<file path="src/rtl/irq_pkg.sv">
// Shared encodings for the interrupt controller: FSM states, IO register offsets and source indices.
// Also holds the vector address helper shared by the controller.
package irq_pkg;

  typedef enum logic [1:0] {
    ST_IDLE    = 2'd0,
    ST_REQ     = 2'd1,
    ST_CLR     = 2'd2,
    ST_SERVICE = 2'd3
  } irq_state_t;

  localparam logic [7:0] OFF_IE   = 8'd0;
  localparam logic [7:0] OFF_PEND = 8'd1;
  localparam logic [7:0] OFF_STAT = 8'd2;

  localparam logic [1:0] SRC_TOP    = 2'd0;
  localparam logic [1:0] SRC_MATCH0 = 2'd1;
  localparam logic [1:0] SRC_MATCH1 = 2'd2;
  localparam logic [1:0] SRC_BLANK  = 2'd3;

  // Vector addresses wrap at 16 bits by construction.
  function automatic logic [15:0] vector_addr(input logic [15:0] base,
                                              input logic [15:0] stride,
                                              input logic [1:0]  idx);
    logic [15:0] offs;
    offs = stride * {14'd0, idx};
    return base + offs;
  endfunction

endpackage

</file>
<file path="src/rtl/irq_priority_enc.sv">
// Fixed-priority 4-to-2 encoder; bit 0 wins. Purely combinational, no backpressure.
module irq_priority_enc (
  input  logic [3:0] req,
  output logic [1:0] idx,
  output logic       vld
);

  always_comb begin
    idx = 2'd0;
    vld = 1'b1;
    if (req[0])      idx = 2'd0;
    else if (req[1]) idx = 2'd1;
    else if (req[2]) idx = 2'd2;
    else if (req[3]) idx = 2'd3;
    else             vld = 1'b0;
  end

endmodule

</file>
<file path="src/rtl/irq_controller.sv">
// Prioritised, maskable interrupt controller with req/ack/reti CPU handshake and IO-bus registers.
// Latency: flag to irq_req 1 cycle, read data 1 cycle; the CPU holds off via ack timing only.
module irq_controller
  import irq_pkg::*;
#(
  parameter logic [7:0]  IRQ_ADDRESS   = 8'h90,
  parameter logic [15:0] VECTOR_BASE   = 16'h0010,
  parameter logic [15:0] VECTOR_STRIDE = 16'h0004
) (
  input  logic        clk,
  input  logic        rst_n,
  input  logic [7:0]  din,
  input  logic [7:0]  address,
  input  logic        w_en,
  input  logic        r_en,
  output logic [7:0]  dout,
  input  logic        top_flag,
  input  logic        match0_flag,
  input  logic        match1_flag,
  input  logic        blanking_start_interrupt_flag,
  output logic        top_flag_clr,
  output logic        match0_flag_clr,
  output logic        match1_flag_clr,
  output logic        blanking_start_interrupt_flag_clr,
  output logic        irq_req,
  output logic [15:0] irq_vector,
  input  logic        irq_ack,
  input  logic        reti
);

  irq_state_t  state_q, state_d;
  logic [1:0]  idx_q, idx_d;
  logic        gie_q, gie_d;
  logic [3:0]  mask_q, mask_d;
  logic [3:0]  sw_clr_q, sw_clr_d;
  logic [7:0]  dout_q, dout_d;

  logic [3:0]  flags;
  logic [3:0]  pend;
  logic [3:0]  fsm_clr;
  logic [3:0]  clr_all;
  logic [1:0]  enc_idx;
  logic        enc_vld;
  logic        sel_ie, sel_pend, sel_stat;
  logic        unused_din;

  assign unused_din = ^din[6:4];

  assign flags = {blanking_start_interrupt_flag, match1_flag, match0_flag, top_flag};
  assign pend  = flags & mask_q & {4{gie_q}};

  assign sel_ie   = (address == 8'(IRQ_ADDRESS + OFF_IE));
  assign sel_pend = (address == 8'(IRQ_ADDRESS + OFF_PEND));
  assign sel_stat = (address == 8'(IRQ_ADDRESS + OFF_STAT));

  irq_priority_enc u_enc (
    .req (pend),
    .idx (enc_idx),
    .vld (enc_vld)
  );

  // Once in REQ the index is locked; only ack or withdrawal of that source moves on.
  always_comb begin
    state_d = state_q;
    idx_d   = idx_q;
    fsm_clr = 4'd0;
    case (state_q)
      ST_IDLE: begin
        if (enc_vld) begin
          state_d = ST_REQ;
          idx_d   = enc_idx;
        end
      end
      ST_REQ: begin
        if (irq_ack)           state_d = ST_CLR;
        else if (!pend[idx_q]) state_d = ST_IDLE;
      end
      ST_CLR: begin
        fsm_clr[idx_q] = 1'b1;
        state_d        = ST_SERVICE;
      end
      ST_SERVICE: begin
        if (reti) state_d = ST_IDLE;
      end
      default: state_d = ST_IDLE;
    endcase
  end

  always_comb begin
    gie_d    = gie_q;
    mask_d   = mask_q;
    sw_clr_d = 4'd0;
    dout_d   = 8'd0;
    if (w_en && sel_ie) begin
      gie_d  = din[7];
      mask_d = din[3:0];
    end
    if (w_en && sel_pend) sw_clr_d = din[3:0];
    if (r_en) begin
      if (sel_ie)        dout_d = {gie_q, 3'b000, mask_q};
      else if (sel_pend) dout_d = {4'b0000, flags};
      else if (sel_stat) dout_d = {(state_q == ST_CLR) || (state_q == ST_SERVICE), 4'b0000,
                                   state_q == ST_REQ, idx_q};
    end
  end

  always_ff @(posedge clk) begin
    if (!rst_n) begin
      state_q  <= ST_IDLE;
      idx_q    <= 2'd0;
      gie_q    <= 1'b0;
      mask_q   <= 4'd0;
      sw_clr_q <= 4'd0;
      dout_q   <= 8'd0;
    end else begin
      state_q  <= state_d;
      idx_q    <= idx_d;
      gie_q    <= gie_d;
      mask_q   <= mask_d;
      sw_clr_q <= sw_clr_d;
      dout_q   <= dout_d;
    end
  end

  // Hardware and software clears merge into a single pulse per source.
  assign clr_all = fsm_clr | sw_clr_q;

  assign top_flag_clr                      = clr_all[SRC_TOP];
  assign match0_flag_clr                   = clr_all[SRC_MATCH0];
  assign match1_flag_clr                   = clr_all[SRC_MATCH1];
  assign blanking_start_interrupt_flag_clr = clr_all[SRC_BLANK];

  assign irq_req    = (state_q == ST_REQ);
  assign irq_vector = irq_req ? vector_addr(VECTOR_BASE, VECTOR_STRIDE, idx_q) : 16'h0000;
  assign dout       = dout_q;

endmodule
</file>
<file path="config.mk">
export PLATFORM = sky130hd
export DESIGN_NAME = irq_controller
export DESIGN_NICKNAME = d
export VERILOG_FILES = /design/src/rtl/irq_pkg.sv /design/src/rtl/irq_priority_enc.sv /design/src/rtl/irq_controller.sv
export SDC_FILE = /design/constraint.sdc
export NUM_CORES = 1
export LEC_CHECK = 0
export CORE_ASPECT_RATIO = 1.75
export CORE_MARGIN = 2
export CORE_UTILIZATION = 37
export CTS_BUF_LIST = sky130_fd_sc_hd__clkbuf_8
export CTS_CLUSTER_DIAMETER = 80
export DETAILED_ROUTE_END_ITERATION = 16
export GPL_TIMING_DRIVEN = 0
export MAX_ROUTING_LAYER = met4
export PLACE_DENSITY = 0.79
export SLEW_MARGIN = 20
export SYNTH_ARGS = -nofsm -noshare
export SYNTH_HDL_FRONTEND = slang
export SYNTH_SLANG_ARGS = --single-unit
</file>
<file path="constraint.sdc">
create_clock -name clk -period 1.95 [get_ports clk]
set_input_delay 0.585 -clock clk [delete_from_list [all_inputs] [get_ports clk]]
set_output_delay 0.585 -clock clk [all_outputs]
set_load 0.05 [all_outputs]
</file>
==> impl_metrics.py <==
metrics = {
    "flow_run": {
        "maxCapViolCount": 0,
    },
    "logic_synthesis": {
        "yosysWarnings": 0,
        "synth_compound_area_frac": 0.1936,
        "syn_avg_cell_area_sq_um": 8.152,
        "synth_top_cell_area_share": 0.3400,
        "synth.yosys.seq_area_share": 0.3400,
        "synthFlopType": "dfxtp_1",
        "synth.area.top_cells": "dfxtp_1 (34%), buf_4 (12%), nand3_2 (4.7%)",
        "netlist_area_sq_mm": 0.001060,
        "synth_seq_cells": 18,
        "synth_top_family_by_area": "simple AND/OR/NAND/NOR gates",
        "synthXorXnorAreaFrac": 0,
        "async_flop_share": 0,
        "synth_edf_count": 0,
        "synth-adder-area-share": 0,
        "synthCells": 130,
        "synthMuxAreaShare": 0.02007,
        "synth_common_cells": "dfxtp_1 (18), buf_4 (17), nand2_1 (13), a21oi_1 (9), nor2_1 (8)",
        "yosysUniqueCellTypes": 37,
        "yosys.area.top_type": "dfxtp_1",
        "synth.most_common_cell": "dfxtp_1",
        "synth-simple-area-share": 0.2715,
    },
    "worst_setup_path": {
        "r2r-start": "gie_q$_SDFFE_PN0P_",
        "reg2reg_to": "idx_q[0]$_SDFFE_PN0P_",
        "required_ps": 2110,
        "critPathCapture": "mask_q[3]$_SDFFE_PN0P_",
        "crit_type": "input pin to flop",
        "crit_start": "address[0]",
        "r2r_cells": 5,
        "critPathLaunchType": "input pin",
        "r2r_slack_ps": 480,
        "crit_path_end_kind": "flop",
        "cp.arrival_ps": 2070,
        "critPathMaxFanout": 5,
    },
    "global_route": {
        "grt_pass1_wl_um": 4422,
        "grt_use_met1": 0.1526,
        "track_usage": 0.1889,
        "grt-ovfl-total": 0,
        "grt_max_degree": 11,
        "met2_usage": 0.3693,
        "grtUsageMet3": 0.02398,
        "antenna_found_initial": 0,
        "grt.busiest_layer": "met2",
        "grt_pass1_vias": 1059,
    },
    "detailed_routing": {
        "drcViolationCount": 0,
        "ant_nets": 0,
        "drt_iter0_drc": 35,
        "drt_wl_total_um": 2922,
        "num_vias": 1079,
        "first_pass_iters": 4,
        "viasPerCell": 5.138,
        "wire_per_inst_um": 13.91,
    },
    "finish": {
        "nNetsFinal": 210,
        "area_delta_synth_final_pct": 50.77,
        "drive_gt1_frac": 0.2951,
        "final_cell_area_sq_mm": 0.001598,
        "stdcell_count": 210,
        "insertedDiodeCount": 0,
    },
    "cts": {
        "clk_path_buf_depth": 2,
        "numCtsBuffers": 3,
        "clkSinkCount": 18,
        "clkTransAtPathRegs_ps": 70,
        "cts_tree": "built",
        "clk_latency_ps": 260,
        "clock_tree.root_cell": "clkbuf_8",
        "cts_hold_buf": 0,
        "htree_levels": 1,
    },
    "timing": {
        "slew_violations": 0,
        "min_period_over_period": 0.9820,
        "finalCriticalPeriod_ps": 1915,
        "fmax_mhz": 522.2,
        "rsz0062_at_grt": "false",
        "finalHoldViolCount": 0,
        "worst_slew_pin_slew_ps": 541.2,
        "setup_slack_ps": 35.02,
        "setup_viol": 0,
        "relSlewSlack": 0.6392,
        "finalClockSkew_ps": 1.228,
    },
    "power": {
        "power_density_mw_per_mm2": 531.4,
        "ir_worst_vdd_uv": 384.3,
        "cellLeakagePower_nw": 0.7493,
        "power_mw": 0.8490,
    },
    "place": {
        "preCtsSetupSlack_ps": -573.4,
        "globalplace.congestion": 0.8372,
        "port_buffers": 34,
        "dp_cells": 206,
        "dp_hpwl_um": 2183,
        "placed_area_sq_mm": 0.001490,
    },
    "status": {
        "status": "finished clean",
    },
    "floorplan": {
        "start_util": 0.3894,
        "die_h_um": 74.80,
        "die_area_sq_mm": 0.003325,
        "die_x_um": 44.46,
        "core_sq_mm": 0.002721,
        "rows": 25,
        "pin_count": 55,
    },
    "min_path": {
        "hold_path_class": "flop to flop",
    },
}
## flip-flops by register name (all words and copies together) (netlist names), named ones only
name      cells
dout          5
gie_q         1
idx_q         2
mask_q        4
state_q       1
sw_clr_q      4
## metal layers
metal / routed length (um) / share of wire
met1: 952 / 0.33
met2: 1702 / 0.58
met3: 176 / 0.060
met4: 91 / 0.031
met5: 0 / 0
## timing repair
action                                  in CTS  in global routing
gates resized for setup                     51                 11
endpoints found under the setup margin      19                 14
setup buffers                                1                  0
cloned                                       1                  0
pin swaps                                    2                  2
## worst max-delay path, cell delays in order
cell and delay, ps:
dlygate4sd2_1 240, or3_4 370, or4_4 580, buf_12 170, nand3_2 70, o21ai_2 60
## how the worst min path moves through the flow
stage / slack, ps / cells after the start / startpoint / to
detailed placement: 480 / 2 / mask_q[2]$_SDFFE_PN0P_ / mask_q[2]$_SDFFE_PN0P_
floorplan: 450 / 2 / mask_q[0]$_SDFFE_PN0P_ / mask_q[0]$_SDFFE_PN0P_
CTS: 490 / 2 / mask_q[2]$_SDFFE_PN0P_ / mask_q[2]$_SDFFE_PN0P_
global placement: 470 / 2 / mask_q[0]$_SDFFE_PN0P_ / mask_q[0]$_SDFFE_PN0P_
global route: 510 / 2 / mask_q[2]$_SDFFE_PN0P_ / mask_q[2]$_SDFFE_PN0P_
finish: 490 / 2 / mask_q[0]$_SDFFE_PN0P_ / mask_q[0]$_SDFFE_PN0P_
## layout by cell type, fill, tap and decap left out, types with 2 or more instances in the layout
master / Yosys / routed
nand3_1: 2 / 2
a21oi_1: 9 / 9
dfxtp_1: 18 / 15
and2_1: 4 / 4
dfxtp_2: 0 / 2
nor2_1: 8 / 8
inv_1: 6 / 6
o21ai_2: 5 / 5
nand4_1: 2 / 2
nand2b_1: 2 / 2
nand2_1: 13 / 13
clkbuf_8: 0 / 4
buf_4: 17 / 21
clkbuf_1: 3 / 2
a311oi_1: 2 / 2
dlymetal6s2s_1: 0 / 3
a41oi_1: 2 / 2
buf_2: 1 / 4
o31ai_1: 2 / 2
nor3_1: 6 / 6
a31o_2: 2 / 2
conb_1: 1 / 16
clkdlybuf4s50_1: 0 / 18
o21bai_1: 2 / 2
nand3_2: 5 / 5
dlygate4sd2_1: 0 / 4
## power breakdown
part / total, mW / internal (mW) / switching [mW]
clock network: 0.310 / 0.180 / 0.130
registers: 0.366 / 0.366 / 0.000162
logic: 0.173 / 0.0693 / 0.104
total: 0.849 / 0.615 / 0.234
## cells by family after synthesis
logic type / Yosys count
AND/OR/NAND/NOR: 51
multiplexers: 2
buffers and inverters: 29
flip-flops: 18
other: 1
AO/OA/AOI/OAI: 29
## cell type report
type / instances / area [sq um]
Fill cell: 257 / 1124
Multi-Input combinational cell: 98 / 609.3
Sequential cell: 18 / 366.6
Timing Repair Buffer: 36 / 351.6
Buffer: 21 / 158.9
Clock buffer: 4 / 55.05
Tap cell: 27 / 33.78
Inverter: 6 / 22.52
## per-stage QoR
| stage | utilization | TNS [ps] | hold slack (ps) |
|---|---|---|---|
| floorplan | - | -404.7 | 450.5 |
| global placement | 0.5476 | -6681 | 468.1 |
| detailed placement | 0.5476 | -7326 | 477.6 |
| CTS | 0.5853 | 0 | 487.2 |
| global route | 0.5871 | 0 | 513.5 |
| finish | 0.5871 | 0 | 490.4 |
Power figures use the tool's default switching activity.
